## src/rtl/hub75_pkg.sv

```systemverilog
// Shared definitions for the HUB75 panel scanner: scan states and the
// channel layout of a packed framebuffer word (R1,G1,B1,R2,G2,B2, MSB first).
package hub75_pkg;

  typedef enum logic [2:0] {
    IDLE     = 3'd0,
    PREFETCH = 3'd1,
    SHIFT    = 3'd2,
    BLANK    = 3'd3,
    LATCH    = 3'd4,
    DISPLAY  = 3'd5
  } state_t;

  localparam int NUM_CH = 6;
  localparam int CH_R1  = 0;
  localparam int CH_G1  = 1;
  localparam int CH_B1  = 2;
  localparam int CH_R2  = 3;
  localparam int CH_G2  = 4;
  localparam int CH_B2  = 5;

  // Bit offset of a channel field inside the packed word; R1 sits at the top.
  function automatic int field_lsb(input int ch, input int color_bits);
    return (NUM_CH - 1 - ch) * color_bits;
  endfunction

endpackage

```

## src/rtl/hub75_scanner.sv

```systemverilog
// HUB75 panel scanner: shifts one bit plane of a row pair per pass out of a
// synchronous-read framebuffer, latches it and lights it for BASE_TICKS<<plane cycles.
module hub75_scanner
  import hub75_pkg::*;
#(
  parameter int COLS       = 64,
  parameter int ROW_PAIRS  = 16,
  parameter int COLOR_BITS = 4,
  parameter int BASE_TICKS = 8,
  localparam int ADDR_WIDTH = $clog2(COLS * ROW_PAIRS),
  localparam int DATA_WIDTH = 6 * COLOR_BITS,
  localparam int ROW_BITS   = $clog2(ROW_PAIRS)
) (
  input  logic                  clk,
  input  logic                  rst_n,
  input  logic                  enable,
  output logic [ADDR_WIDTH-1:0] rd_addr,
  input  logic [DATA_WIDTH-1:0] rd_data,
  output logic                  r1,
  output logic                  g1,
  output logic                  b1,
  output logic                  r2,
  output logic                  g2,
  output logic                  b2,
  output logic                  hub_clk,
  output logic                  hub_lat,
  output logic                  hub_oe_n,
  output logic [ROW_BITS-1:0]   hub_row,
  output logic                  frame_done
);

  localparam int COL_W   = (COLS > 1) ? $clog2(COLS) : 1;
  localparam int PLANE_W = (COLOR_BITS > 1) ? $clog2(COLOR_BITS) : 1;
  localparam int TICK_W  = $clog2(BASE_TICKS << (COLOR_BITS - 1)) + 1;

  state_t              state_r;
  logic [COL_W-1:0]    col_r;
  logic                phase_r;
  logic [PLANE_W-1:0]  plane_r;
  logic [ROW_BITS-1:0] rp_r;
  logic [TICK_W-1:0]   tick_r;

  logic                plane_last_s;
  logic                rp_last_s;
  logic                frame_wrap_s;
  logic [PLANE_W-1:0]  plane_nxt_s;
  logic [ROW_BITS-1:0] rp_nxt_s;
  logic [TICK_W-1:0]   tick_last_s;
  logic [5:0]          pix_s;

  function automatic logic plane_bit(input logic [DATA_WIDTH-1:0] word, input int ch,
                                     input int plane);
    logic [DATA_WIDTH-1:0] sh;
    sh = word >> (field_lsb(ch, COLOR_BITS) + plane);
    return sh[0];
  endfunction

  function automatic logic [ADDR_WIDTH-1:0] row_base(input logic [ROW_BITS-1:0] rp);
    return ADDR_WIDTH'(rp) * ADDR_WIDTH'(COLS);
  endfunction

  // Counter successors for the end of DISPLAY and the current plane's colour bits
  always_comb begin
    plane_last_s = (plane_r == PLANE_W'(COLOR_BITS - 1));
    rp_last_s    = (rp_r == ROW_BITS'(ROW_PAIRS - 1));
    frame_wrap_s = plane_last_s && rp_last_s;
    plane_nxt_s  = plane_last_s ? '0 : plane_r + PLANE_W'(1);
    rp_nxt_s     = plane_last_s ? (rp_last_s ? '0 : rp_r + ROW_BITS'(1)) : rp_r;
    tick_last_s  = (TICK_W'(BASE_TICKS) << plane_r) - TICK_W'(1);
    pix_s = {plane_bit(rd_data, CH_R1, int'(plane_r)), plane_bit(rd_data, CH_G1, int'(plane_r)),
             plane_bit(rd_data, CH_B1, int'(plane_r)), plane_bit(rd_data, CH_R2, int'(plane_r)),
             plane_bit(rd_data, CH_G2, int'(plane_r)), plane_bit(rd_data, CH_B2, int'(plane_r))};
  end

  // Scan sequencer; every panel-facing output is a register set for the state being entered
  always_ff @(posedge clk or negedge rst_n) begin
    if (!rst_n) begin
      state_r    <= IDLE;
      col_r      <= '0;
      phase_r    <= 1'b0;
      plane_r    <= '0;
      rp_r       <= '0;
      tick_r     <= '0;
      rd_addr    <= '0;
      {r1, g1, b1, r2, g2, b2} <= 6'b000000;
      hub_clk    <= 1'b0;
      hub_lat    <= 1'b0;
      hub_oe_n   <= 1'b1;
      hub_row    <= '0;
      frame_done <= 1'b0;
    end else begin
      frame_done <= 1'b0;
      case (state_r)
        IDLE: begin
          hub_oe_n <= 1'b1;
          hub_clk  <= 1'b0;
          hub_lat  <= 1'b0;
          // Address is issued on entry so column 0 data lands two cycles later
          if (enable) begin
            state_r <= PREFETCH;
            rd_addr <= row_base(rp_r);
          end else begin
            state_r <= IDLE;
          end
        end
        PREFETCH: begin
          col_r   <= '0;
          phase_r <= 1'b0;
          state_r <= SHIFT;
        end
        SHIFT: begin
          if (!phase_r) begin
            {r1, g1, b1, r2, g2, b2} <= pix_s;
            hub_clk <= 1'b0;
            phase_r <= 1'b1;
            if (col_r != COL_W'(COLS - 1)) begin
              rd_addr <= rd_addr + ADDR_WIDTH'(1);
            end
          end else begin
            hub_clk <= 1'b1;
            phase_r <= 1'b0;
            if (col_r == COL_W'(COLS - 1)) begin
              state_r <= BLANK;
            end else begin
              col_r <= col_r + COL_W'(1);
            end
          end
        end
        BLANK: begin
          hub_clk <= 1'b0;
          hub_lat <= 1'b1;
          hub_row <= rp_r;
          state_r <= LATCH;
        end
        LATCH: begin
          hub_lat  <= 1'b0;
          hub_oe_n <= 1'b0;
          tick_r   <= '0;
          state_r  <= DISPLAY;
        end
        DISPLAY: begin
          if (tick_r == tick_last_s) begin
            hub_oe_n   <= 1'b1;
            plane_r    <= plane_nxt_s;
            rp_r       <= rp_nxt_s;
            frame_done <= frame_wrap_s;
            if (enable) begin
              state_r <= PREFETCH;
              rd_addr <= row_base(rp_nxt_s);
            end else begin
              state_r <= IDLE;
            end
          end else begin
            tick_r <= tick_r + TICK_W'(1);
          end
        end
        default: begin
          hub_oe_n <= 1'b1;
          hub_clk  <= 1'b0;
          hub_lat  <= 1'b0;
          state_r  <= IDLE;
        end
      endcase
    end
  end

endmodule
```

## config.mk

```make
export PLATFORM = sky130hd
export DESIGN_NAME = hub75_scanner
export DESIGN_NICKNAME = d
export VERILOG_FILES = /design/src/rtl/hub75_pkg.sv /design/src/rtl/hub75_scanner.sv
export SDC_FILE = /design/constraint.sdc
export NUM_CORES = 1
export LEC_CHECK = 0
export ABC_AREA = 1
export BUFFER_PORTS_ARGS = -buffer_cell sky130_fd_sc_hd__clkbuf_2
export CAP_MARGIN = 20
export CORE_MARGIN = 1.5
export CORE_UTILIZATION = 55
export CTS_CLUSTER_DIAMETER = 60
export DETAILED_ROUTE_END_ITERATION = 6
export PLACE_DENSITY = 0.79
export SYNTH_ARGS = -nofsm -noshare
export SYNTH_HDL_FRONTEND = slang
export SYNTH_SLANG_ARGS = --single-unit
```

## constraint.sdc

```tcl
create_clock -name clk -period 6.1 [get_ports clk]
set_input_delay 0 -clock clk [delete_from_list [all_inputs] [get_ports clk]]
set_output_delay 0 -clock clk [all_outputs]
set_load 0.05 [all_outputs]
```

==> Word-level counts from Yosys, hierarchy flattened <==
Cells that the tools add are included.
{ "classes": {"n_shift": 7, "eq_ne": 19, "muxes": 28, "bitwise": 2, "add_sub_neg": 11, "reduce_logical": 15} }
{ "op_table": {"columns": ["operator", "count"], "rows": [
  ["10-bit two-way mux", 5],
  ["24-bit by 5-bit right shift with 1-bit output", 2],
  ["24-bit by 6-bit right shift with 1-bit output", 2],
  ["10-bit one-hot mux with 3 select lines", 1],
  ["24-bit by 2-bit right shift with 1-bit output", 1],
  ["24-bit by 4-bit right shift with 1-bit output", 1],
  ["2-bit inequality test (second input constant)", 9],
  ["3-bit one-hot mux with 6 select lines", 1],
  ["7-bit one-hot mux with 2 select lines", 1],
  ["5-bit by 2-bit adder with 6-bit output (first input constant)", 2],
  ["6-bit two-way mux", 2],
  ["6-bit one-hot mux with 2 select lines", 1],
  ["10-bit by 1-bit adder with 10-bit output (second input constant)", 1],
  ["4-bit by 2-bit adder with 5-bit output (first input constant)", 2],
  ["3-bit two-way mux", 3],
  ["3-bit OR reduction", 3],
  ["4-bit two-way mux", 2],
  ["2-bit AND reduction", 4],
  ["7-bit by 1-bit adder with 7-bit output (second input constant)", 1],
  ["7-bit equality test", 1],
  ["7-bit two-way mux", 1],
  ["4-bit by 2-bit left shift with 7-bit output (first input constant)", 1],
  ["7-bit by 2-bit subtractor with 7-bit output (second input constant)", 1],
  ["6-bit by 1-bit adder with 6-bit output (second input constant)", 1],
  ["other kinds (21)", 33]
]} }
{ "word_totals": {"inputBits": 27, "output_inout_bits": 24, "ff_bits": 47, "elab_cells": 100} }

==> Longest topological paths before layout <==
{ "depth": {"depth_word": 6, "mapped_depth": 13, "mapped_depth_nobuf": 12} }

==> Least setup slack after synthesis <==
No wires, ideal clock.
{ "synth_timing": {"kind": "register -> register", "from": "register plane_r[0]", "to": "register plane_r[0]", "path_slack_ps": 4147, "path_buffers": 2, "path_stages_with_launch": 13, "synth_period_minus_slack_ps": 1953, "required_ps": 6024, "setup_time_ps": 76, "t_arrival_ps": 1877, "path_cell_list": "dfrtp_1 -> inv_1 -> clkbuf_1 -> ha_1 -> inv_1 -> nand2_1 -> nand3_1 -> nor2_1 -> nand3_2 -> nor2_1 -> buf_2 -> nand3_1 -> o21ai_1"} }
{ "synth_between": {"elab_chain_cells": 4, "word_cells_on_any_way": 7, "classes_between": "2 x add/sub; 2 x eq/ne; 1 x shift; 1 x mux; 1 x reduce/logical"} }
{ "synth_rtl": {"columns": ["item", "line_no", "source"], "rows": [
  ["start, declared", "hub75_scanner.sv:39", "logic [PLANE_W-1:0] plane_r;"],
  ["start signal, assigned", "hub75_scanner.sv:144", "plane_r <= plane_nxt_s;"],
  ["4-bit by 2-bit left shift with 7-bit output", "hub75_scanner.sv:69", "tick_last_s = (TICK_W'(BASE_TICKS) << plane_r) - TICK_W'(1);"],
  ["7-bit by 2-bit subtractor with 7-bit output", "hub75_scanner.sv:69", null],
  ["7-bit equality test", "hub75_scanner.sv:142", "if (tick_r == tick_last_s) begin"],
  ["2-bit AND reduction (no line)", null, null]
]} }
Several ways; a longest one is shown, not always the timed one.
A chain may end at the register's enable or synchronous reset.

==> Final worst setup path <==
{ "layout_timing": {"from": "register plane_r[0]", "to": "register rp_r[2]"} }
{ "layout_between": {"elab_chain_cells": 4, "word_cells_on_any_way": 6, "classes_between": "1 x add/sub; 2 x eq/ne; 1 x shift; 1 x mux; 1 x reduce/logical"} }
{ "layout_rtl": {"columns": ["item", "line_no", "source"], "rows": [
  ["4-bit by 2-bit left shift with 7-bit output", "hub75_scanner.sv:69", null],
  ["7-bit by 2-bit subtractor with 7-bit output", "hub75_scanner.sv:69", null],
  ["7-bit equality test", "hub75_scanner.sv:142", null],
  ["2-bit AND reduction (no line)", null, null],
  ["end signal, assigned", "hub75_scanner.sv:145", "rp_r <= rp_nxt_s;"],
  ["end, declared", "hub75_scanner.sv:40", "logic [ROW_BITS-1:0] rp_r;"]
]} }
Several ways; a longest one is shown, not always the timed one.

==> flow_summary.ini <==
[clocking]
htreeDepth = 2
cts_tree = done
worst_setup_hold_path_clk_slew_ns = 0.09
post-cts-setup-buffer-count = 0
tritoncts.num_buffers = 5
cts.root.buffer_cell = sky130_fd_sc_hd__clkbuf_8
worst_skew_pair.late_latency_ns = 0.30
cts_resized = 0
clkSinkCount = 47
cts.path.max_buffers = 2
postCtsHoldBufs = 1

[worst_setup_path]
worst_setup_ep_type = register
crit_path_cell_trace = inv_1 > ha_1 > inv_1 > nand2_1 > nand2_1 > nand2_1 > nand2_1 > nand3_2 > nor2_1 > nand3_1 > o21ai_0
arrival_ns = 2.86
critical_path_class = reg2reg
worstPathMaxFanout = 16
slowest_stage = sky130_fd_sc_hd__dfrtp_1
critical_path.max_stage_delay_ns = 0.65
timing.critical_path.mode_cell = sky130_fd_sc_hd__nand2_1
cp_data_required_time_ns = 6.33
cp-start-kind = register

[detailed_routing]
detailroute.via_count = 2581
post_drt_wl_per_cell_um = 12.1
route.detailed.drc = 0
post_drt_via_cell_ratio = 5.31
postRouteWirelength_um = 5900
drt_iter0_drcs = 158
firstDrtPassIters = 4
route.antenna.remaining_nets = 0

[sta]
fmax_ghz = 0.380
holdWs_ns = 0.0187
final_min_period_over_clock_period_pct = 43.2
post-route-min-period_ns = 2.63
finClkSkew_ns = 0.00473
slew-limit-headroom_pct = 56.0
maxSlewViolCount = 0
tightest_slew_ns = 0.658
hold_violations = 0
totalNegativeSetupSlack_ns = 0
rsz_0062_raised_after_global_routing = false
setup-violations-final = 0

[logic_synthesis]
netlist_area_mm2 = 0.00277
synthCells = 367
syn_area_per_cell_um2 = 7.56
yosysSeqAreaShare_pct = 42.4
yosysUniqueCellTypes = 35
ys_ff_latch = 47
synth_warnings = 0
synthesis.nets = 402

[pwr]
total_switching_power_w = 0.000123
cellLeakagePower_nw = 1.62
internal-power_w = 0.000427
total_power_w = 0.000551
power.switching_fraction_pct = 22.4
clock_power_share_pct = 37.7
ir_drop_uv = 120
comb_power_share_pct = 5.2
p_seq_share_pct = 57.1
total_power_per_unit_cell_area_mw_per_mm2 = 173

[die]
ios = 51
num_rows = 25
floorplan.initialDensity_pct = 58.0
design.die.area_mm2 = 0.00548
die-height_um = 74.0
core_region_area_mm2 = 0.00479
die-width_um = 74.0

[finish]
regArea_mm2 = 0.00118
layout_common_cells = sky130_fd_sc_hd__nand2_1 (90), sky130_fd_sc_hd__nor2_1 (52), sky130_fd_sc_hd__clkbuf_2 (50)
insertedDiodeCount = 0
design.final.nets = 453
final_common_cell = sky130_fd_sc_hd__nand2_1
share_of_post_route_cells_with_drive_strength_above_1_pct = 19.6
area_delta_synth_final_pct = 14.7
fillerInstances = 414
total_area_of_multi_input_combinational_cells_mm2 = 0.00143

[grt]
global_route.usage.total_pct = 23.7
grt_first_pass_wirelength_um = 10000
overflow_after_grt = 0
antenna_found_initial = 0
number_of_global_route_vias_before_repair = 2318
pin_count_of_the_biggest_net_entering_global_routing = 48

[flow_run]
cap_viol_max_count = 0

[min_path]
min_path_type = in2reg

[place]
numPortBuffers = 50
post-dp-hpwl_um = 4360
routabilityCongestion = 0.853

[outcome]
run_status = completed
## worst max-delay path: cells and delay by family (launching register included)
kind / cells / cell delay, ns
AOI/OAI and AO/OA: 1 / 0.11
adders and majority gates: 1 / 0.31
buffers and inverters: 2 / 0.40
DFF: 1 / 0.65
and+or+nand+nor: 7 / 1.08
## layout make-up
cell class | count | share of cell area (%)
inverters | 33 | 3.89
multi-input cells | 279 | 44.9
clock buffers | 8 | 3.15
repair buffers | 52 | 8.42
flip-flops and latches | 47 | 37.0
well taps | 67 | 2.63
## through the flow
stage | cell area (um^2) | utilization, % | worst slack (ns) | std cells
6_report | 3180 | 66.5 | 3.47 | 486
5_1_grt | 3180 | 66.5 | 3.16 | 486
4_1_cts | 3180 | 66.5 | 3.47 | 486
3_5_place_dp | 3070 | 64.2 | 3.49 | 477
3_3_place_gp | 3070 | 64.2 | 3.68 | 477
2_1_floorplan | 2770 | - | 4.15 | 367
## Yosys cell counts (all sizes together)
| library cell | count | share of area, % |
|---|---|---|
| inv | 31 | 4.2 |
| nor2 | 56 | 8.5 |
| o211ai | 1 | 0.45 |
| nand2 | 94 | 13 |
| dfstp | 1 | 0.95 |
| o21bai | 1 | 0.27 |
| a31oi | 7 | 1.6 |
| a21oi | 6 | 1.5 |
| nand3 | 40 | 7.8 |
| or2 | 1 | 0.23 |
| nor3b | 1 | 0.27 |
| o22ai | 1 | 0.23 |
| clkinv | 2 | 0.27 |
| o21ai | 36 | 6.6 |
| o21a | 1 | 0.27 |
| xnor2 | 1 | 0.32 |
| xor2 | 9 | 2.8 |
| nand4 | 9 | 2.0 |
| nor3 | 4 | 0.72 |
| dfrtp | 46 | 41 |
| ha | 8 | 3.6 |
| buf | 6 | 1.3 |
| o31ai | 3 | 1.2 |
| clkbuf | 2 | 0.27 |
## power groups by stage
stage	Clock, W	Combinational (W)	Sequential, W
6_report	0.000207	0.0000288	0.000314
5_1_grt	0.000222	0.0000322	0.000315
4_1_cts	0.000211	0.0000295	0.000314
3_5_place_dp	0	0.0000290	0.000321
3_3_place_gp	0	0.0000286	0.000321
2_1_floorplan	0	0.00000416	0.000328
## per-layer routing
| layer | GRT usage (%) | vias up | part of all wire, % |
|---|---|---|---|
| li1 | - | 1312 | - |
| met1 | 32.2 | 1200 | 48 |
| met2 | 37.8 | 61 | 47 |
| met3 | 4.74 | 8 | 4.3 |
| met4 | 8.23 | 0 | 1.0 |
| met5 | 0 | - | 0 |
## flip-flops by register name, indices dropped and copies added, names as in the netlist
register    count
b1              1
b2              1
col_r           6
frame_done      1
g1              1
g2              1
hub_clk         1
hub_lat         1
hub_oe_n        1
hub_row         4
phase_r         1
plane_r         2
r1              1
r2              1
rd_addr        10
rp_r            4
state_r         3
tick_r          7
## final timing paths
path	to	start	depth (start not counted)	slack [ns]
max reg2reg	rp_r[2]$_DFFE_PN0P_	plane_r[0]$_DFFE_PN0P_	11	3.47
max	rp_r[2]$_DFFE_PN0P_	plane_r[0]$_DFFE_PN0P_	11	3.47
min	r1$_DFFE_PN0P_	rd_data[23]	3	0.02
max in group asynchronous	rd_addr[2]$_DFFE_PN0P_	rst_n	3	5.38
min in group asynchronous	g1$_DFFE_PN0P_	rst_n	3	0.32
min reg2reg	hub_clk$_DFFE_PN0N_	hub_clk$_DFFE_PN0N_	2	0.47
## kinds of logic (layout without fill, tap and decap cells)
logic type	after synthesis	in the layout	synth area share (%)
simple gates	205	205	32.7
compound gates	56	56	12.1
flops	47	47	42.4
buf+inv	41	93	6.04
xor+xnor	10	10	3.16
fa+ha+maj	8	8	3.61
Note: power is estimated with default switching activity, not from simulation.
